--- src/rtl/game_state_ctrl.sv ---
// -----------------------------------------------------------------------------
// game_state_ctrl
//
// Game-flow controller that sits in front of the VGA top. It latches
// per-pixel collisions for each frame and runs the DEAD / GRACE / PLAY state
// machine on frame boundaries. It pulses a one-cycle round reset when a new
// round starts, and keeps a 4-digit BCD score and high score for the overlay.
//
// Ports:
//   i_clk         board clock
//   i_rst_n       asynchronous, active-low reset
//   i_animate     one-cycle frame-end strobe
//   i_collision   per-pixel dino/obstacle overlap (same clock domain)
//   i_start_btn   raw start/jump button, asynchronous to i_clk
//   o_game_state  current state encoding (DEAD_STATE/GRACE_STATE/PLAY_STATE)
//   o_round_rst   one-cycle pulse on the first GRACE cycle of a new round
//   o_score       current score, 4 BCD digits, [15:12] most significant
//   o_high_score  best score since reset, BCD
// -----------------------------------------------------------------------------
module game_state_ctrl #(
    parameter logic [1:0]  DEAD_STATE   = 2'd0,
    parameter logic [1:0]  GRACE_STATE  = 2'd1,
    parameter logic [1:0]  PLAY_STATE   = 2'd2,
    parameter int unsigned GRACE_FRAMES = 120,   // 1..255
    parameter int unsigned DEAD_HOLD    = 60,    // 0..255
    parameter int unsigned SCORE_DIV    = 6      // 1..255
) (
    input  logic        i_clk,
    input  logic        i_rst_n,
    input  logic        i_animate,
    input  logic        i_collision,
    input  logic        i_start_btn,
    output logic [1:0]  o_game_state,
    output logic        o_round_rst,
    output logic [15:0] o_score,
    output logic [15:0] o_high_score
);

    typedef enum logic [1:0] {
        ST_DEAD    = 2'd0,
        ST_GRACE   = 2'd1,
        ST_PLAY    = 2'd2,
        ST_ILLEGAL = 2'd3
    } state_t;

    localparam logic [7:0] HOLD_MIN   = 8'(DEAD_HOLD);
    localparam logic [7:0] GRACE_LAST = 8'(GRACE_FRAMES - 1);
    localparam logic [7:0] DIV_LAST   = 8'(SCORE_DIV - 1);

    state_t      state_q,      state_d;
    logic        round_rst_q,  round_rst_d;
    logic [15:0] score_q,      score_d;
    logic [15:0] high_q,       high_d;
    logic [7:0]  frame_cnt_q,  frame_cnt_d;
    logic [7:0]  presc_q,      presc_d;
    logic [7:0]  hold_q,       hold_d;
    logic        hit_flag_q,   hit_flag_d;
    logic        btn_sync1_q,  btn_sync1_d;
    logic        btn_sync2_q,  btn_sync2_d;
    logic        btn_prev_q,   btn_prev_d;
    logic        start_edge_q, start_edge_d;

    // A collision on the strobe cycle itself still belongs to the ending frame.
    logic frame_hit;
    assign frame_hit = hit_flag_q | i_collision;

    // BCD +1 as a ripple of per-digit carries; each digit wraps 9 -> 0 and
    // passes the carry up only when it wraps.
    logic [3:0]  carry;
    logic [15:0] score_inc;
    assign carry[0] = 1'b1;

    for (genvar gi = 0; gi < 4; gi++) begin : g_bcd
        logic [3:0] digit;
        assign digit = score_q[gi*4 +: 4];
        assign score_inc[gi*4 +: 4] = !carry[gi]     ? digit :
                                      (digit == 4'd9) ? 4'd0  : digit + 4'd1;
        if (gi < 3) begin : g_carry
            assign carry[gi+1] = carry[gi] & (digit == 4'd9);
        end
    end

    // One frame of score progress: prescaler step, and a saturating BCD
    // increment whenever the prescaler wraps.
    logic        presc_wrap;
    logic [7:0]  presc_adv;
    logic [15:0] score_adv;
    assign presc_wrap = (presc_q == DIV_LAST);
    assign presc_adv  = presc_wrap ? 8'd0 : presc_q + 8'd1;
    assign score_adv  = !presc_wrap           ? score_q :
                        (score_q == 16'h9999) ? score_q : score_inc;

    always_comb begin
        // Button path: two synchronizer flops, then a registered rising edge.
        btn_sync1_d  = i_start_btn;
        btn_sync2_d  = btn_sync1_q;
        btn_prev_d   = btn_sync2_q;
        start_edge_d = btn_sync2_q & ~btn_prev_q;

        hit_flag_d   = i_animate ? 1'b0 : frame_hit;

        state_d      = state_q;
        round_rst_d  = 1'b0;
        score_d      = score_q;
        high_d       = high_q;
        frame_cnt_d  = frame_cnt_q;
        presc_d      = presc_q;
        hold_d       = hold_q;

        case (state_q)
            ST_DEAD: begin
                if (i_animate && hold_q != 8'hFF) begin
                    hold_d = hold_q + 8'd1;
                end
                // An early press is dropped, not remembered.
                if (start_edge_q && hold_q >= HOLD_MIN) begin
                    state_d     = ST_GRACE;
                    round_rst_d = 1'b1;
                    score_d     = 16'h0000;
                    frame_cnt_d = 8'd0;
                    presc_d     = 8'd0;
                end
            end
            ST_GRACE: begin
                if (i_animate) begin
                    presc_d = presc_adv;
                    score_d = score_adv;
                    if (frame_cnt_q == GRACE_LAST) begin
                        state_d     = ST_PLAY;
                        frame_cnt_d = 8'd0;
                    end else begin
                        frame_cnt_d = frame_cnt_q + 8'd1;
                    end
                end
            end
            ST_PLAY: begin
                if (i_animate) begin
                    if (frame_hit) begin
                        // The fatal frame earns no point; compare the
                        // pre-edge score (BCD orders like plain binary).
                        state_d = ST_DEAD;
                        hold_d  = 8'd0;
                        if (score_q > high_q) begin
                            high_d = score_q;
                        end
                    end else begin
                        presc_d = presc_adv;
                        score_d = score_adv;
                    end
                end
            end
            default: state_d = ST_DEAD;
        endcase
    end

    always_ff @(posedge i_clk or negedge i_rst_n) begin
        if (!i_rst_n) begin
            state_q      <= ST_DEAD;
            round_rst_q  <= 1'b0;
            score_q      <= 16'h0000;
            high_q       <= 16'h0000;
            frame_cnt_q  <= 8'd0;
            presc_q      <= 8'd0;
            hold_q       <= HOLD_MIN;   // first start accepted right away
            hit_flag_q   <= 1'b0;
            // Held high so a button pressed through reset gives no edge.
            btn_sync1_q  <= 1'b1;
            btn_sync2_q  <= 1'b1;
            btn_prev_q   <= 1'b1;
            start_edge_q <= 1'b0;
        end else begin
            state_q      <= state_d;
            round_rst_q  <= round_rst_d;
            score_q      <= score_d;
            high_q       <= high_d;
            frame_cnt_q  <= frame_cnt_d;
            presc_q      <= presc_d;
            hold_q       <= hold_d;
            hit_flag_q   <= hit_flag_d;
            btn_sync1_q  <= btn_sync1_d;
            btn_sync2_q  <= btn_sync2_d;
            btn_prev_q   <= btn_prev_d;
            start_edge_q <= start_edge_d;
        end
    end

    always_comb begin
        case (state_q)
            ST_DEAD:  o_game_state = DEAD_STATE;
            ST_GRACE: o_game_state = GRACE_STATE;
            ST_PLAY:  o_game_state = PLAY_STATE;
            default:  o_game_state = 2'd3;
        endcase
    end

    assign o_round_rst  = round_rst_q;
    assign o_score      = score_q;
    assign o_high_score = high_q;

endmodule

--- config.mk ---
export PLATFORM = sky130hd
export DESIGN_NAME = game_state_ctrl
export DESIGN_NICKNAME = d
export VERILOG_FILES = /design/src/rtl/game_state_ctrl.sv
export SDC_FILE = /design/constraint.sdc
export NUM_CORES = 1
export LEC_CHECK = 0
export CAP_MARGIN = 10
export CORE_AREA = 2 2 117 119
export CTS_CLUSTER_DIAMETER = 150
export DETAILED_ROUTE_END_ITERATION = 10
export DIE_AREA = 0 0 119 121
export HOLD_SLACK_MARGIN = 0.02
export SYNTH_ARGS = -nofsm -noshare
export SYNTH_HDL_FRONTEND = slang
export SYNTH_SLANG_ARGS = --single-unit
--- constraint.sdc ---
create_clock -name i_clk -period 4.1 [get_ports i_clk]
set_clock_uncertainty 0.1 [all_clocks]
set_input_delay 0.82 -clock i_clk [delete_from_list [all_inputs] [get_ports i_clk]]
set_output_delay 0.82 -clock i_clk [all_outputs]
set_load 0.01 [all_outputs]
; After elaboration in Yosys (flattened, before gate mapping)
; Cells that the tools add are included.
[word_totals]
latchBits = 0
ff_bits = 64
mem_bits_ro = 0
out_inout_bits = 35
wordCells = 91
ramBits = 0
mem_count = 0
in_bits = 5
[op_classes]
mux = 37
bitwise = 5
n_lt_le_gt_ge = 2
div = 0
shifts = 0
n_eq_ne = 17
n_addsub = 7
n_reduce_logical = 11
multipliers = 0
[ops]
columns = cell, count
row1 = $mux 16, 6
row2 = $mux 8, 10
row3 = $pmux 16 s3, 1
row4 = $pmux 8 s2, 2
row5 = $mux 4, 7
row6 = $add 8x1->8 const B, 3
row7 = $pmux 8 s3, 1
row8 = $add 4x1->4 const B, 4
row9 = $eq 16x16->1 const B, 1
row10 = $eq 4x4->1 const B, 4
row11 = $gt 16x16->1, 1
row12 = $ne 2x2->1 const B, 7
row13 = $pmux 2 s3, 2
row14 = $mux 2, 5
row15 = $reduce_and 5->1, 2
row16 = $eq 8x3->1 const B, 1
row17 = $eq 8x7->1 const B, 1
row18 = $ge 8x6->1 const B, 1
row19 = $ne 8x8->1 const B, 1
row20 = $reduce_and 4->1, 2
row21 = $reduce_bool 2->1, 2
row22 = $and 1x1->1, 3
row23 = $mux 1, 3
row24 = $reduce_and 3->1, 1
row25 = other kinds (7), 8

; Longest topological paths before layout
; Gate-level depths: netlist (run 1).
[logic_depth]
ltp_word = 9
mapped_depth = 9
depth_no_buf = 7

; Worst setup path before layout (run 1)
; OpenSTA, ideal clock, no wires.
[synth_timing]
kind = register -> register
from = register score_q[11] (netlist: o_score[11])
to = register high_q[10] (netlist: o_high_score[10])
path_buffers = 1
setup_time_ps = 125
path_slack_ps = 1676
synth_period_minus_slack_ps = 2424
stages_incl_launch_ff = 8
arrival_ps = 2199
required_ps = 3875
path_cell_list = dfrtp_1 ha_1 a21oi_1 o21a_1 o211ai_1 o31ai_2 buf_6 mux2_4
[synth_via]
elab_chain_len = 2
[synth_rtl]
columns = item, line_no
row1 = start: declaration, 52  ; logic [15:0] score_q, score_d;
row2 = start signal: assignment, 174  ; score_q <= score_d;
row3 = $gt 16x16->1, 143  ; if (score_q > high_q) begin
row4 = $reduce_and 4->1 (no line), -
row5 = end signal: assignment, 175  ; high_q <= high_d;
row6 = end: declaration, 53  ; logic [15:0] high_q, high_d;
; No other way between the ends.
; A chain may end at the register's enable or synchronous reset.

; Final worst setup path (run 1)
[layout_timing]
from = register score_q[15] (netlist: o_score[15])
to = register high_q[14] (netlist: o_high_score[14])
; The elaborated chain is that of the path after synthesis.

==> summary.txt, run 1 <==
Worst setup path
  • Critical Path Source Type: flip-flop
  • Family with the most delay on the worst path: compound AO/OA/AOI/OAI gates
  • Worst path cell trace: ha_1 -> nand4_1 -> a2111oi_0 -> o31ai_4 -> buf_4 -> mux2_1
  • Worst path arrival time: 3.01 ns
  • Crit path kind: reg2reg
  • WP data required: 4.21 ns
  • Worst path bufs/invs: 1
  • Reg2Reg Depth: 6
  • Crit path max fanout: 12
  • Critical path's largest stage delay: 0.86 ns
  • Crit. End Element: flip-flop
  • Slowest cell on crit path: a2111oi_0
  • Critical Path Stages: 6

Synthesis
  • Ys async rst share: 1.000
  • Seq/Total Area, Yosys: 0.4173
  • Post-Syn Area: 3859 um2
  • EDFF count, synth: 0
  • Prevailing post-synth register cell: dfrtp_1
  • Yosys reg bits: 64
  • Most common cell in the netlist: dfrtp_1
  • Warnings from Yosys: 0
  • Post-Synthesis Cells: 375
  • Leading area contributor after synthesis: dfrtp_1
  • Synthesized Nets: 413
  • Synth top area cells: dfrtp_1 (37%), ha_1 (11%), dfstp_2 (4.8%)
  • Synth top cells by count: dfrtp_1 (57), ha_1 (33), inv_1 (31)
  • Post-synthesis area per instance: 10.29 um2
  • Post-synth cell types: 70
  • Share of the synthesized area in the top cell type: 0.3696

Die
  • Core area: 13090 um2
  • Die width: 119 um
  • Io pins: 40
  • Die area: 14400 um2
  • Die H: 121 um
  • Row count: 42
  • Initial Util: 0.2949

Clocking
  • H-tree Lvls: 3
  • Clock latency of the later-clocked register in the worst-skew pair: 0.33 ns
  • Total clock buffers created by CTS: 9
  • Count of cells resized by post-cts repair: 0
  • CTS clk-pin slew, worst paths: 0.06 ns
  • Total setup buffers inserted after CTS: 0
  • CTS tree: built
  • Longest Clk Path Bufs: 2
  • CTS root buf: clkbuf_16
  • CTS Hold Bufs: 0
  • Clk sinks: 64

Detailed routing
  • Residual DRC: 0
  • Vias/cell: 5.015
  • Detailed Route Iter0 Violations: 202
  • Drt total wl: 8.839 mm
  • Via count: 3029
  • DRT Pass-1 Iters: 5
  • Post-DRT Antenna Nets: 0
  • Drt wl/cell: 14.63 um

Placement
  • PortBufs: 39
  • GPL Wtd Cong: 0.8072
  • Final HPWL DP: 6.374 mm
  • Placed cell areas: 4464 um2

Power
  • Clock power share: 0.221
  • Power Density: 659.5 nW/um2
  • VDD IR max: 245.6 uV
  • Comb power frac: 0.473
  • Leakage: 2.117 nW
  • Internal power: 1.816 mW
  • Net Switching: 1.301 mW
  • Flop pwr share: 0.306
  • Switching fraction of total power: 0.4175

Finish
  • NumNets Final: 461
  • Final Cell Area: 4727 um2
  • Synth-to-layout area growth: 22.50%
  • Share of cells above drive strength 1: 0.1215
  • # diodes: 0

Flow run
  • Max-cap violation count: 0

Timing
  • Final setup TNS: 0 ns
  • Slew @ Worst Pin: 0.9196 ns
  • RSZ-0062 raised after global routing: no
  • Setup violators final: 0
  • Period minus WS final: 2.907 ns
  • Relative slew margins: 0.3711
  • Tcrit/Tclk final: 0.7090
  • Pins Over Slew Limit: 0
  • Hold Fails Final Rpt: 0
  • Fmax: 344.0 MHz

Status
  • Status: completed

GRT
  • Overall Global Routing Usage: 0.1287
  • GRT overflow: 0
  • Pin count of the biggest net entering global routing: 30
  • First-pass GRT wire length: 14.91 mm
  • Vias in the first global route: 2930
  • Antenna violations before repair: 0

Min path
  • Worst hold path type: reg2reg
  • Hold path cells: 0
-- layout by cell type, fill, tap and decap left out, types with 7 or more instances in the layout --
| master | Yosys | final |
|---|---|---|
| nand3_1 | 18 | 18 |
| nand2b_1 | 8 | 8 |
| ha_1 | 33 | 33 |
| clkdlybuf4s50_1 | 0 | 38 |
| nor2_1 | 19 | 19 |
| nand2_1 | 24 | 24 |
| nand4_1 | 8 | 8 |
| o21ai_1 | 16 | 16 |
| o31ai_1 | 9 | 9 |
| a21oi_1 | 9 | 9 |
| clkbuf_16 | 0 | 9 |
| mux2i_1 | 7 | 7 |
| dfstp_2 | 7 | 7 |
| dfrtp_1 | 57 | 57 |
| and2_1 | 8 | 8 |
| inv_1 | 31 | 31 |
| o21ai_0 | 13 | 13 |
-- registers in the layout, summed over array words and instances (netlist names), 2 cells and up --
register,flops
frame_cnt_q,8
hold_q,8
o_high_score,16
o_score,16
presc_q,8
state_q,2
-- final cells by class --
| type | instances | area [um2] |
|---|---|---|
| inverters | 32 | 120.1 |
| flip-flops and latches | 64 | 1610 |
| clock buffers | 15 | 257.7 |
| well taps | 176 | 220.2 |
| multi-input cells | 274 | 2106 |
| clock inverters | 1 | 5.005 |
| repair buffers | 42 | 407.9 |
| fillers | 1294 | 8358 |
-- worst reg2reg max path, delay by kind of cell (launching register included) --
family / cells / cell delay [ns]
AO/OA/AOI/OAI: 2 / 1.03
flip-flops: 1 / 0.50
adder cells (fa/ha/maj): 1 / 0.39
multiplexers: 1 / 0.33
buffers and inverters: 1 / 0.26
AND/OR/NAND/NOR: 1 / 0.17
-- logic make-up (layout without fill, tap and decap cells) --
group,after synthesis,after routing,synth area share
AOI/OAI and AO/OA,86,86,0.1644
xor gates and xnor gates,5,5,0.01135
adders and majority gates,33,33,0.1070
buffers and inverters,37,90,0.03923
DFF,64,64,0.4173
muxes,20,20,0.06096
and+or+nand+nor,130,130,0.1997
-- per-stage QoR --
stage               std cells  power [mW]  hold WS [ns]    util  setup WS (ns)
floorplan                 375       1.947        0.2452       -          1.676
global placement          588       2.403        0.2467  0.3412          1.146
detailed placement        588       2.441        0.2476  0.3412          1.105
CTS                       604       3.147        0.2549  0.3613          1.217
global route              604       3.363        0.2591  0.3613          1.120
finish                    604       3.117        0.2533  0.3613          1.193
-- final timing paths --
check / from / end / slack (ns)
setup / recovery: o_score[15] / o_high_score[14] / 1.19
hold / removal: btn_sync1_q / btn_prev_d / 0.25
hold reg to reg: btn_sync1_q / btn_prev_d / 0.25
min in group asynchronous: i_rst_n / o_high_score[12] / 0.43
max in group asynchronous: i_rst_n / btn_sync1_q / 2.70
setup reg to reg: o_score[15] / o_high_score[14] / 1.19
-- power groups by stage --
stage          Clock [mW]  Sequential, mW  Combinational [mW]
6_report            0.689           0.955                1.47
5_1_grt             0.733           0.985                1.64
4_1_cts             0.703           0.957                1.49
3_5_place_dp            0           0.964                1.48
3_3_place_gp            0           0.959                1.44
2_1_floorplan           0           0.947                1.00
-- metal layers --
layer	up-vias	global-route usage	wire [um]	part of all wire
met3	11	0.02820	302	0.034
met4	0	0.04315	127	0.014
met5	-	0	0	0
li1	1476	-	-	-
met2	48	0.2008	4125	0.47
met1	1494	0.1771	4283	0.48
(Power assumes the default switching activity.)
==> run 2: changes to the inputs <==
Clock period 4.1 ns to 3 ns, I/O delays scaled along.
==> run 2 against run 1 <==
Cell count grew 1.8%. First-iteration DRC count shrank 27%. Clock-buffer cell count shrank 6. Worst setup slack lost 0.83 ns. Cell area grew 2.5%. Hold slack lost 0.069 ns. Total power grew 42%.
==> summary.txt, run 2 (synthesized netlist as in run 1, its figures left out) <==
Status
  • Status: completed

Placement
  • GPL Wtd Cong: 0.8089 (+0.21%)
  • Placed insts: 599 (+1.9%)
  • Placed cell areas: 4559 um2 (+2.1%)
  • PortBufs: 39 (unchanged)
  • Pre-CTS WS: 0.2599 ns (-0.8450 ns)
  • Final HPWL DP: 6.716 mm (+5.4%)

Detailed routing
  • Post-DRT Antenna Nets: 0 (unchanged)
  • Vias/cell: 5.000 (-0.30%)
  • Drt total wl: 8.928 mm (+1.0%)
  • Via count: 3075 (+1.5%)
  • Residual DRC: 0 (unchanged)
  • Drt wl/cell: 14.52 um (-0.80%)
  • Detailed Route Iter0 Violations: 147 (-27%)
  • DRT Pass-1 Iters: 4 (-1)

GRT
  • Vias in the first global route: 3003 (+2.5%)
  • GRT overflow: 0 (unchanged)
  • Overall Global Routing Usage: 0.1284 (-0.0003055)
  • First-pass GRT wire length: 14.70 mm (-1.4%)
  • Antenna violations before repair: 0 (unchanged)
  • Pin count of the biggest net entering global routing: 40 (+33%)

Worst setup path
  • Slowest cell on crit path: clkdlybuf4s50_1
  • Family with the most delay on the worst path: buffers and inverters
  • Critical Path Source Type: flip-flop
  • Critical path's largest stage delay: 0.48 ns (-0.38 ns)
  • CP Launch Point: state_q[1]
  • Crit path max fanout: 8 (-4)
  • Crit Reg-Reg Startpoint: o_score[5]
  • Crit. End Element: output pin
  • Worst path cell trace: inv_1 -> ha_1 -> or2_2 -> clkdlybuf4s50_1
  • WP data required: 2.30 ns (-1.91 ns)
  • Worst path arrival time: 1.94 ns (-1.07 ns)
  • Worst path bufs/invs: 2 (+1)
  • Crit path kind: reg2out

Clocking
  • Clk sinks: 64 (unchanged)
  • Total setup buffers inserted after CTS: 0 (unchanged)
  • H-tree Lvls: 3 (unchanged)
  • CTS clk-pin slew, worst paths: 0.05 ns (about the same)
  • Total clock buffers created by CTS: 9 (unchanged)
  • Count of cells resized by post-cts repair: 0 (unchanged)
  • CTS Hold Bufs: 0 (unchanged)
  • CTS tree: built
  • Clock latency of the later-clocked register in the worst-skew pair: 0.34 ns (about the same)
  • Longest Clk Path Bufs: 2 (unchanged)
  • CTS root buf: clkbuf_16

Finish
  • Final Util: 0.3704 (+0.009179)
  • Share of cells above drive strength 1: 0.1549 (+0.03340)
  • Final Non-Filler Cells: 615 (+1.8%)
  • Final Cell Area: 4847 um2 (+2.5%)
  • # diodes: 0 (unchanged)
  • NumNets Final: 472 (+2.4%)
  • Commonest non-fill, non-tap cell in the layout: dfrtp_1
  • Most frequent cells in the layout: dfrtp_1 (57), clkdlybuf4s50_1 (38), ha_1 (33), inv_1 (31), nand2_1 (24)
  • Synth-to-layout area growth: 25.62%

Timing
  • Relative slew margins: 0.4595 (+0.08844)
  • Setup violators final: 0 (unchanged)
  • Hold Fails Final Rpt: 0 (unchanged)
  • Pins Over Slew Limit: 0 (unchanged)
  • Final hold slack: 0.1844 ns (-0.06890 ns)
  • Slew @ Worst Pin: 0.7903 ns (-0.1293 ns)
  • Tcrit/Tclk final: 0.8794
  • Final worst slack: 0.3618 ns (-0.8313 ns)
  • RSZ-0062 raised after global routing: no
  • Fmax: 379.1 MHz
  • Period minus WS final: 2.638 ns
  • Final setup TNS: 0 ns (unchanged)

Die
  • Die area: 14400 um2 (unchanged)
  • Die H: 121 um (unchanged)
  • Die width: 119 um (unchanged)
  • Row count: 42 (unchanged)
  • Core area: 13090 um2 (unchanged)
  • Io pins: 40 (unchanged)
  • Initial Util: 0.2949 (unchanged)

Power
  • Internal power: 2.591 mW (+43%)
  • VDD IR max: 328.4 uV (+34%)
  • Net Switching: 1.838 mW (+41%)
  • Tot Pwr: 4.429 mW (+42%)
  • Switching fraction of total power: 0.4150 (-0.002430)
  • Leakage: 2.195 nW (+3.7%)
  • Comb power frac: 0.487 (+0.014)
  • Power Density: 913.6 nW/um2 (+39%)
  • Clock power share: 0.229 (+0.008)
  • Flop pwr share: 0.284 (-0.022)

Flow run
  • Max-cap violation count: 0 (unchanged)

Min path
  • Worst hold path type: in2async
-- run 2: layer usage --
layer  part of all wire  vias to the layer above  global-route usage
met4              0.025                        0             0.07217
met2               0.46                       62              0.2040
met1               0.48                     1497              0.1660
met5                  0                        -                   0
met3              0.034                       15             0.02162
li1                   -                     1501                   -
-- run 2: final timing paths --
kind	end	slack [ns]	cells after the start
setup / recovery	o_game_state[0]	0.36	4
hold / removal	o_high_score[9]	0.18	1
setup reg to reg	o_high_score[11]	0.38	7
hold reg to reg	btn_prev_d	0.26	0
max in group asynchronous	hold_q[5]	1.92	2
min in group i_clk	btn_prev_d	0.26	0
-- run 2: area by class of cell --
cell class / instances / area (um2)
Tap cell: 176 / 220.2
Timing Repair Buffer: 53 / 503.0
Clock buffer: 9 / 225.2
Fill cell: 1271 / 8238
Inverter: 32 / 120.1
Clock inverter: 7 / 62.56
Sequential cell: 64 / 1610
Multi-Input combinational cell: 274 / 2106
-- run 2: power groups by stage --
stage	clock network, mW	registers (mW)	logic, mW
3_3_place_gp	0	1.26	2.13
3_5_place_dp	0	1.27	2.16
2_1_floorplan	0	1.29	1.37
5_1_grt	1.08	1.29	2.40
4_1_cts	1.04	1.26	2.18
6_report	1.01	1.26	2.16
